===== config.mk =====
export PLATFORM = sky130hd
export DESIGN_NAME = keypad_scanner
export DESIGN_NICKNAME = d
export VERILOG_FILES = /design/src/rtl/calc_keypad_pkg.sv /design/src/rtl/keypad_scanner_sync_2ff.sv /design/src/rtl/keypad_scanner.sv
export SDC_FILE = /design/constraint.sdc
export NUM_CORES = 1
export LEC_CHECK = 0
export CORE_AREA = 8 8 81 83
export DETAILED_ROUTE_END_ITERATION = 16
export DIE_AREA = 0 0 89 91
export PLACE_DENSITY = 0.64
export SKIP_LAST_GASP = 1
export SLEW_MARGIN = 15
export SYNTH_ARGS = -nofsm -noshare
export SYNTH_HDL_FRONTEND = slang
export SYNTH_SLANG_ARGS = --single-unit

===== constraint.sdc =====
create_clock -name clk -period 3.4 [get_ports clk]
set_input_delay 0.68 -clock clk [delete_from_list [all_inputs] [get_ports clk]]
set_output_delay 0.68 -clock clk [all_outputs]
set_load 0.01 [all_outputs]

===== src/rtl/calc_keypad_pkg.sv =====
// Shared definitions for the calculator keypad front end: operator codes,
// scanner state encoding and the 4x4 keymap.
package calc_keypad_pkg;

  localparam logic [2:0] OP_ADD = 3'd0;
  localparam logic [2:0] OP_SUB = 3'd1;
  localparam logic [2:0] OP_MUL = 3'd2;
  localparam logic [2:0] OP_DIV = 3'd3;
  localparam logic [2:0] OP_EQ  = 3'd4;

  localparam logic [1:0] SCAN     = 2'd0;
  localparam logic [1:0] DEBOUNCE = 2'd1;
  localparam logic [1:0] EMIT     = 2'd2;
  localparam logic [1:0] RELEASE  = 2'd3;

  typedef enum logic [1:0] {
    KEY_NONE = 2'd0,
    KEY_NUM  = 2'd1,
    KEY_OP   = 2'd2,
    KEY_CLR  = 2'd3
  } key_class_t;

  typedef struct packed {
    key_class_t cls;
    logic [3:0] val;
  } key_info_t;

  function automatic key_info_t keymap(input logic [1:0] r, input logic [1:0] c);
    key_info_t k;
    k.cls = KEY_NUM;
    k.val = 4'd0;
    case ({r, c})
      4'h0: k.val = 4'd1;
      4'h1: k.val = 4'd2;
      4'h2: k.val = 4'd3;
      4'h3: begin k.cls = KEY_OP; k.val = {1'b0, OP_ADD}; end
      4'h4: k.val = 4'd4;
      4'h5: k.val = 4'd5;
      4'h6: k.val = 4'd6;
      4'h7: begin k.cls = KEY_OP; k.val = {1'b0, OP_SUB}; end
      4'h8: k.val = 4'd7;
      4'h9: k.val = 4'd8;
      4'hA: k.val = 4'd9;
      4'hB: begin k.cls = KEY_OP; k.val = {1'b0, OP_MUL}; end
      4'hC: k.cls = KEY_CLR;
      4'hD: k.val = 4'd0;
      4'hE: begin k.cls = KEY_OP; k.val = {1'b0, OP_EQ}; end
      4'hF: begin k.cls = KEY_OP; k.val = {1'b0, OP_DIV}; end
      default: k.cls = KEY_NONE;
    endcase
    return k;
  endfunction

  // True when exactly one active-low row is asserted.
  function automatic logic row_single(input logic [3:0] rs);
    case (rs)
      4'b1110, 4'b1101, 4'b1011, 4'b0111: return 1'b1;
      default: return 1'b0;
    endcase
  endfunction

  function automatic logic [1:0] row_enc(input logic [3:0] rs);
    case (rs)
      4'b1110: return 2'd0;
      4'b1101: return 2'd1;
      4'b1011: return 2'd2;
      4'b0111: return 2'd3;
      default: return 2'd0;
    endcase
  endfunction

endpackage


===== src/rtl/keypad_scanner_sync_2ff.sv =====
// Two-flop synchroniser for the asynchronous keypad rows; resets to the
// idle (all released) level.
module sync_2ff #(
  parameter int WIDTH = 4
) (
  input  logic             clk,
  input  logic             rst_n,
  input  logic [WIDTH-1:0] d,
  output logic [WIDTH-1:0] q
);

  logic [WIDTH-1:0] meta;

  // Metastability filter chain.
  always_ff @(posedge clk or negedge rst_n) begin
    if (!rst_n) begin
      meta <= {WIDTH{1'b1}};
      q    <= {WIDTH{1'b1}};
    end else begin
      meta <= d;
      q    <= meta;
    end
  end

endmodule


===== src/rtl/keypad_scanner.sv =====
// 4x4 matrix keypad scanner: column scan, row debounce, key classification
// and one registered pulse per physical press.
module keypad_scanner
  import calc_keypad_pkg::*;
#(
  parameter int SCAN_DIV   = 4,
  parameter int DEBOUNCE_N = 3
) (
  input  logic       clk,
  input  logic       rst_n,
  input  logic [3:0] row,
  output logic [3:0] col,
  output logic       rec_num,
  output logic       rec_op,
  output logic       clr,
  output logic [3:0] key_val,
  output logic [2:0] op_code
);

  localparam int DIV_W = (SCAN_DIV > 1) ? $clog2(SCAN_DIV) : 1;
  localparam int CNT_W = $clog2(DEBOUNCE_N + 1);

  logic [3:0]       rs;
  logic [DIV_W-1:0] div_cnt;
  logic             tick;
  logic [1:0]       state, state_nx;
  logic [1:0]       col_idx, col_idx_nx;
  logic [1:0]       row_idx, row_idx_nx;
  logic [CNT_W-1:0] db_cnt, db_nx;
  logic [CNT_W-1:0] rel_cnt, rel_nx;
  logic             single;
  logic             entering_emit;
  key_info_t        info;

  sync_2ff #(.WIDTH(4)) u_row_sync (
    .clk   (clk),
    .rst_n (rst_n),
    .d     (row),
    .q     (rs)
  );

  assign tick   = (div_cnt == DIV_W'(SCAN_DIV - 1));
  assign single = row_single(rs);

  // Scan/debounce/release sequencing; the column only moves when leaving a key.
  always_comb begin
    state_nx   = state;
    col_idx_nx = col_idx;
    row_idx_nx = row_idx;
    db_nx      = db_cnt;
    rel_nx     = rel_cnt;
    case (state)
      SCAN: begin
        if (tick && single) begin
          row_idx_nx = row_enc(rs);
          db_nx      = CNT_W'(1);
          state_nx   = DEBOUNCE;
        end else if (tick) begin
          col_idx_nx = col_idx + 2'd1;
        end else begin
          state_nx = SCAN;
        end
      end
      DEBOUNCE: begin
        if (tick && single && (row_enc(rs) == row_idx)) begin
          db_nx = db_cnt + CNT_W'(1);
          if (db_nx == CNT_W'(DEBOUNCE_N)) begin
            state_nx = EMIT;
          end else begin
            state_nx = DEBOUNCE;
          end
        end else if (tick) begin
          state_nx   = SCAN;
          col_idx_nx = col_idx + 2'd1;
        end else begin
          state_nx = DEBOUNCE;
        end
      end
      EMIT: begin
        state_nx = RELEASE;
        rel_nx   = CNT_W'(0);
      end
      RELEASE: begin
        if (tick && (rs == 4'b1111)) begin
          rel_nx = rel_cnt + CNT_W'(1);
          if (rel_nx == CNT_W'(DEBOUNCE_N)) begin
            state_nx   = SCAN;
            col_idx_nx = col_idx + 2'd1;
          end else begin
            state_nx = RELEASE;
          end
        end else if (tick) begin
          rel_nx = CNT_W'(0);
        end else begin
          state_nx = RELEASE;
        end
      end
      default: begin
        state_nx = SCAN;
      end
    endcase
  end

  assign entering_emit = (state_nx == EMIT) && (state != EMIT);
  assign info          = keymap(row_idx_nx, col_idx);

  // State, column drive and output pulses, all registered together.
  always_ff @(posedge clk or negedge rst_n) begin
    if (!rst_n) begin
      div_cnt <= '0;
      state   <= SCAN;
      col_idx <= 2'd0;
      row_idx <= 2'd0;
      db_cnt  <= '0;
      rel_cnt <= '0;
      col     <= 4'b1110;
      rec_num <= 1'b0;
      rec_op  <= 1'b0;
      clr     <= 1'b0;
      key_val <= 4'd0;
      op_code <= 3'd0;
    end else begin
      div_cnt <= tick ? '0 : div_cnt + DIV_W'(1);
      state   <= state_nx;
      col_idx <= col_idx_nx;
      row_idx <= row_idx_nx;
      db_cnt  <= db_nx;
      rel_cnt <= rel_nx;
      col     <= ~(4'b0001 << col_idx_nx);
      rec_num <= entering_emit && (info.cls == KEY_NUM);
      rec_op  <= entering_emit && (info.cls == KEY_OP);
      clr     <= entering_emit && (info.cls == KEY_CLR);
      if (entering_emit && (info.cls == KEY_NUM)) begin
        key_val <= info.val;
      end
      if (entering_emit && (info.cls == KEY_OP)) begin
        op_code <= info.val[2:0];
      end
    end
  end

endmodule


==> results of run 1 <==
==> placed cells by master (no fill, tap or decap), drive strengths merged, types with 6 or more instances in the layout <==
master	Yosys	routed
dfstp	11	11
inv	11	11
a21oi	9	9
mux2	8	8
nand2	11	11
clkbuf	1	6
clkdlybuf4s50	0	19
ha	8	8
dfrtp	23	23
o21ai	10	10
nor2	14	14
==> registers in the layout, indices dropped and copies added (netlist names), 2 cells and up <==
signal / cells
u_row_sync.q: 4
op_code: 3
key_val: 4
u_row_sync.meta: 4
rel_cnt: 2
state: 2
row_idx: 2
db_cnt: 2
col: 4
div_cnt: 2
col_idx: 2
==> logic make-up after synthesis <==
logic type	Yosys count	share of synthesized area [%]
simple gates	58	18.6
compound gates	37	14.5
flops	34	47.9
buf+inv	18	4.78
mux	11	7.27
fa+ha+maj	9	6.09
xor+xnor	2	0.970
==> worst register-to-register path, stage by stage, from the launching register on <==
cell and delay, ns:
sky130_fd_sc_hd__dfstp_2 0.64, sky130_fd_sc_hd__or3b_1 0.37, sky130_fd_sc_hd__a21oi_1 0.14, sky130_fd_sc_hd__o21ai_1 0.17
sky130_fd_sc_hd__and2_1 0.26, sky130_fd_sc_hd__or4b_4 0.60, sky130_fd_sc_hd__mux2_4 0.32
==> per-layer routing <==
layer,vias up,routed length (um),global-route usage (%)
li1,643,-,-
met1,650,1620,11.9
met2,23,1640,14.4
met3,7,197,3.69
met4,0,71,4.85
met5,-,0,0
==> worst paths after layout <==
path	startpoint	to	slack, ns	cells after the start
min in group asynchronous	rst_n	row_idx[1]	0.79	2
worst min-delay path	u_row_sync.meta[3]	u_row_sync.q[3]	0.36	0
worst min register to register	u_row_sync.meta[3]	u_row_sync.q[3]	0.36	0
worst max-delay path	u_row_sync.q[3]	op_code[2]	0.80	6
max in group asynchronous	rst_n	col[3]	2.27	2
worst max register to register	u_row_sync.q[3]	op_code[2]	0.80	6
==> where the power goes <==
part	switching (W)	leakage (nW)	internal (W)	total (W)
logic	0.000174	0.456	0.000153	0.000327
clock network	0.000148	0.0472	0.000163	0.000310
registers	0.0000419	0.416	0.000470	0.000512
==> cell type report <==
| cell class | instances | share of cell area (%) |
|---|---|---|
| tap | 72 | 4.20 |
| inverter | 11 | 1.93 |
| sequential | 34 | 40.3 |
| timing repair buffer | 20 | 9.22 |
| multi-input combinational | 117 | 39.9 |
| clock inverter | 2 | 0.583 |
| clock buffer | 6 | 3.85 |
==> metrics by stage <==
step / worst slack, ns / utilization [%]
5_1_grt: 0.586 / 40.2
2_1_floorplan: 1.06 / -
3_5_place_dp: 0.804 / 38.4
3_3_place_gp: 0.802 / 38.4
6_report: 0.804 / 40.2
4_1_cts: 0.785 / 40.2
==> impl_metrics.py, run 1 <==
metrics = {
    "place": {
        "place.detailed.hpwl_um": 2550,
        "post_dp_cell_area_um2": 2050,
        "placed_insts": 254,
        "gp_congestion": 0.811,
        "numPortBuffers": 19,
    },
    "sta": {
        "timing.final.crit_share_pct": 76.4,
        "worst_slew_margin_rel_pct": 54.0,
        "fin_worst_hold_slack_ns": 0.356,
        "actual_slew_at_the_worst_max_slew_pin_ns": 0.685,
        "timing.fmax_mhz": 385,
        "clock_skew_ns": 0.00818,
        "finalHoldViolCount": 0,
        "post-route-min-period_ns": 2.60,
        "rsz_0062_raised_after_global_routing": "false",
        "setup_tns_final_ns": 0,
        "slew_viol_final": 0,
        "finalSetupViolations": 0,
    },
    "clock_tree": {
        "post_cts.resized_instances": 0,
        "worstSkewPairLatency_ns": 0.29,
        "cts_tree": "built",
        "hold_buffers": 0,
        "cts-root-to-sink-buffers": 2,
        "cts_num_sinks": 34,
        "cts-htree-levels": 2,
        "post_cts.repair.setup_buffers": 0,
        "clkSlewWorstSetupHoldPaths_ns": 0.07,
        "cts.root.buffer_cell": "sky130_fd_sc_hd__clkbuf_8",
        "cts_buffers": 5,
    },
    "yosys": {
        "mappedNetlistNets": 183,
        "ys_ff_latch": 34,
        "cell_variety_after_synth": 54,
        "synth.yosys.seq_area_share_pct": 47.9,
        "postSynth.asyncResetShare_pct": 100,
        "syn_inst": 169,
        "ys_warn_count": 0,
        "synthMostInstantiatedCell": "sky130_fd_sc_hd__dfrtp_1",
        "yosys.area.top_type": "sky130_fd_sc_hd__dfrtp_1",
        "synth.cells.most_frequent": "23 x sky130_fd_sc_hd__dfrtp_1, 14 x sky130_fd_sc_hd__nor2_1, 11 x sky130_fd_sc_hd__dfstp_2, 10 x sky130_fd_sc_hd__inv_1, 10 x sky130_fd_sc_hd__nand2_1",
        "syn-cell-area_um2": 1810,
        "ys_dominant_reg_cell": "sky130_fd_sc_hd__dfrtp_1",
        "postSynthAreaPerCell_um2": 10.7,
        "yosys.area.top_type_share_pct": 31.9,
        "netlist_top_cells_area": "sky130_fd_sc_hd__dfrtp_1 32%, sky130_fd_sc_hd__dfstp_2 16%, sky130_fd_sc_hd__ha_1 5.5%",
        "number_of_enable_flip_flop_cells_after_synthesis": 0,
    },
    "die": {
        "die_height_um": 91,
        "initial_utilization_pct": 33.8,
        "die_area_um2": 8100,
        "rows": 27,
        "die_w_um": 89,
        "floorplan.core_area_um2": 5340,
        "ioPinCount": 20,
    },
    "route": {
        "detail_route.drc_violations": 0,
        "routed-via-count": 1323,
        "route.antenna.remaining_nets": 0,
        "detail_route.iter0.violations": 99,
        "drt_first_pass_iters": 4,
        "routed_wirelength_um": 3520,
        "post_drt_via_cell_ratio": 5.05,
        "post_drt_wl_per_cell_um": 13.4,
    },
    "power": {
        "worst_ir_drop_vdd_mv": 0.212,
        "power.total_w": 0.00115,
        "pwr_density_cell_nw_per_um2": 536,
        "p_leak_nw": 0.919,
    },
    "finish": {
        "multi_input_area_um2": 856,
        "fillers": 535,
        "nets": 203,
        "layout-drive-gt1-share_pct": 18.4,
        "stdcell_area_um2": 2140,
        "seqCellArea_um2": 865,
        "diodes": 0,
        "area_growth_syn_to_layout_pct": 18.7,
        "final_cell_count_no_fill": 262,
    },
    "global_routing": {
        "grt_pass1_vias": 1278,
        "all_layer_gr_usage_pct": 9.69,
        "grt_max_degree": 35,
        "globalRouteOverflowTotal": 0,
        "grt_first_pass_wirelength_um": 6120,
        "antenna_found_initial": 0,
    },
    "run": {
        "drv_cap": 0,
    },
    "status": {
        "outcome": "finished, final reports clean",
    },
    "setup_path": {
        "crit_path_end_kind": "flop",
        "critPathKind": "reg2reg",
        "cp_slowest_stage_delay_ns": 0.64,
        "timing.critical_path.fanout_max": 12,
        "critical_path.top_delay_family": "simple AND/OR/NAND/NOR gates",
        "critical_path_buf_inv_count": 0,
        "worst-endpoint-required_ns": 3.58,
        "crit_path_top_delay_cell": "sky130_fd_sc_hd__dfstp_2",
        "worst_setup_path_start_kind": "flop",
        "worst-endpoint-arrival_ns": 2.78,
        "critical_path.cell_chain": "or3b_1 -> a21oi_1 -> o21ai_1 -> and2_1 -> or4b_4 -> mux2_4",
    },
    "worst_hold_path": {
        "worst_hold_path_type": "reg2reg",
    },
}
No activity file was read; power rests on OpenSTA's default activity.
==> inputs of run 2 (changes only) <==
clock period = 2.7 ns   (was 3.4 ns; I/O delays follow)
==> run 2 against run 1 <==
  * Critical path depth is the same
  * Clock skew shrank 0.0014 ns
  * Die area is the same
  * Setup slack lost 0.59 ns
  * Via count grew 2.6%
  * Sequential share of layout area shrank 1.2 points
  * Sequential cell count is the same
  * Cell count grew 3.4%
  * Worst hold slack gained 0.0018 ns
  * Register-to-register slack lost 0.59 ns
==> impl_metrics.py, run 2 (same netlist as run 1, synthesis figures left out) <==
metrics = {
    "status": {
        "outcome": "finished, final reports clean",
    },
    "sta": {
        "rsz_0062_raised_after_global_routing": "false",
        "setup_tns_final_ns": 0,
        "clock_skew_ns": 0.00683,
        "timing.final.crit_share_pct": 92.2,
        "actual_slew_at_the_worst_max_slew_pin_ns": 0.501,
        "finalSetupViolations": 0,
        "worst_slew_margin_rel_pct": 66.3,
        "finalHoldViolCount": 0,
        "timing.fmax_mhz": 402,
        "post-route-min-period_ns": 2.49,
        "slew_viol_final": 0,
    },
    "finish": {
        "final_cell_mix": "23 x sky130_fd_sc_hd__dfrtp_1, 19 x sky130_fd_sc_hd__clkdlybuf4s50_1, 14 x sky130_fd_sc_hd__nor2_1",
        "final_cell_count_no_fill": 271,
        "area_growth_syn_to_layout_pct": 22.4,
        "stdcell_area_um2": 2210,
        "fillers": 545,
        "layout-drive-gt1-share_pct": 22.1,
        "seqCellArea_um2": 865,
        "layout_commonest_cell": "sky130_fd_sc_hd__dfrtp_1",
        "multi_input_area_um2": 856,
        "diodes": 0,
        "nets": 212,
    },
    "global_routing": {
        "all_layer_gr_usage_pct": 10.6,
        "grt_pass1_vias": 1384,
        "grt_first_pass_wirelength_um": 6670,
        "globalRouteOverflowTotal": 0,
        "grt_max_degree": 35,
        "antenna_found_initial": 0,
    },
    "setup_path": {
        "worst_r2r_endpoint": "op_code[2]",
        "critical_path_depth_in_cells": 6,
        "critical_path.cell_chain": "or3b_1 -> a21oi_1 -> o21ai_1 -> and2_1 -> or4b_4 -> mux2_4",
        "critical_path_buf_inv_count": 0,
        "crit_path_top_delay_cell": "sky130_fd_sc_hd__or4b_4",
        "critical_path.top_delay_family": "simple AND/OR/NAND/NOR gates",
        "worst_setup_path_start_kind": "flop",
        "worst_r2r_path_depth": 6,
        "crit_path_end_kind": "flop",
        "cp_slowest_stage_delay_ns": 0.60,
        "crit_start": "u_row_sync.q[3]",
        "rr_startpoint": "u_row_sync.q[3]",
        "worst-endpoint-required_ns": 2.88,
        "worst-endpoint-arrival_ns": 2.67,
        "worst-r2r-setup-slack_ns": 0.21,
        "timing.critical_path.fanout_max": 7,
        "worst_setup_path_endpoint": "op_code[2]",
        "critPathKind": "reg2reg",
    },
    "worst_hold_path": {
        "worst_hold_path_type": "reg2reg",
        "hold_path_startpoint": "u_row_sync.meta[2]",
    },
    "die": {
        "die_area_um2": 8100,
        "floorplan.core_area_um2": 5340,
        "initial_utilization_pct": 33.8,
        "ioPinCount": 20,
        "die_w_um": 89,
        "rows": 27,
        "die_height_um": 91,
    },
    "route": {
        "route.antenna.remaining_nets": 0,
        "post_drt_via_cell_ratio": 5.01,
        "detail_route.drc_violations": 0,
        "routed_wirelength_um": 3790,
        "drt_first_pass_iters": 4,
        "detail_route.iter0.violations": 63,
        "routed-via-count": 1358,
        "post_drt_wl_per_cell_um": 14.0,
    },
    "power": {
        "power.share.clock_pct": 26.9,
        "power.combinational.fraction_pct": 29.3,
        "power.net_switching_w": 0.000471,
        "power.share.sequential_pct": 43.8,
        "sw_frac_of_total_pct": 32.0,
        "internal_power_w": 0.00100,
        "pwr_density_cell_nw_per_um2": 666,
        "p_leak_nw": 0.963,
        "worst_ir_drop_vdd_mv": 0.310,
    },
    "clock_tree": {
        "cts_tree": "built",
        "post_cts.repair.setup_buffers": 0,
        "worstSkewPairLatency_ns": 0.29,
        "cts-root-to-sink-buffers": 2,
        "cts_num_sinks": 34,
        "post_cts.resized_instances": 0,
        "hold_buffers": 0,
        "cts_buffers": 5,
        "cts-htree-levels": 2,
        "cts.root.buffer_cell": "sky130_fd_sc_hd__clkbuf_8",
        "clkSlewWorstSetupHoldPaths_ns": 0.07,
    },
    "place": {
        "gp_congestion": 0.840,
        "numPortBuffers": 19,
        "placed_insts": 260,
        "post_dp_cell_area_um2": 2090,
        "place.detailed.hpwl_um": 2690,
    },
    "run": {
        "drv_cap": 0,
    },
}
[run 2: worst min-delay path by stage]
stage                                 end  slack [ns]  cells past startpoint
after floorplan                       clr        0.24                      0
after global placement    u_row_sync.q[2]        0.35                      0
after detailed placement  u_row_sync.q[2]        0.35                      0
after CTS                 u_row_sync.q[2]        0.36                      0
after global routing      u_row_sync.q[2]        0.36                      0
final                     u_row_sync.q[2]        0.36                      0
[run 2: metrics by stage]
stage                     utilization [%]  hold WS [ns]  worst slack [ns]  power (W)
final                                41.4         0.358             0.210    0.00147
after global routing                 41.4         0.363            0.0891    0.00157
after CTS                            41.0         0.359             0.139    0.00149
after detailed placement             39.2         0.349             0.137    0.00108
after global placement               39.2         0.348             0.193    0.00108
after floorplan                         -         0.244             0.359   0.000923
[run 2: final cells by class]
type	instances	share of cell area [%]
timing repair buffer	29	12.0
tap	72	4.07
inverter	11	1.87
multi-input combinational	117	38.7
sequential	34	39.1
clock buffer	6	3.73
clock inverter	2	0.566
[run 2: worst register-to-register path, stage by stage, from the launching register on]
cell and delay (ns):
sky130_fd_sc_hd__dfstp_2 0.58, sky130_fd_sc_hd__or3b_1 0.36, sky130_fd_sc_hd__a21oi_1 0.15, sky130_fd_sc_hd__o21ai_1 0.14
sky130_fd_sc_hd__and2_1 0.25, sky130_fd_sc_hd__or4b_4 0.60, sky130_fd_sc_hd__mux2_4 0.31
[run 2: routing by layer]
layer | GRT usage (%) | share of wire, %
met5 | 0 | 0
met4 | 4.16 | 1.6
met3 | 3.78 | 5.3
met2 | 16.8 | 48
met1 | 12.6 | 45
[run 2: power groups by stage]
stage / sequential, W / clock [W] / combinational, W
3_3_place_gp: 0.000653 / 0 / 0.000424
5_1_grt: 0.000651 / 0.000434 / 0.000486
4_1_cts: 0.000644 / 0.000411 / 0.000431
2_1_floorplan: 0.000649 / 0 / 0.000275
3_5_place_dp: 0.000653 / 0 / 0.000429
6_report: 0.000645 / 0.000396 / 0.000431
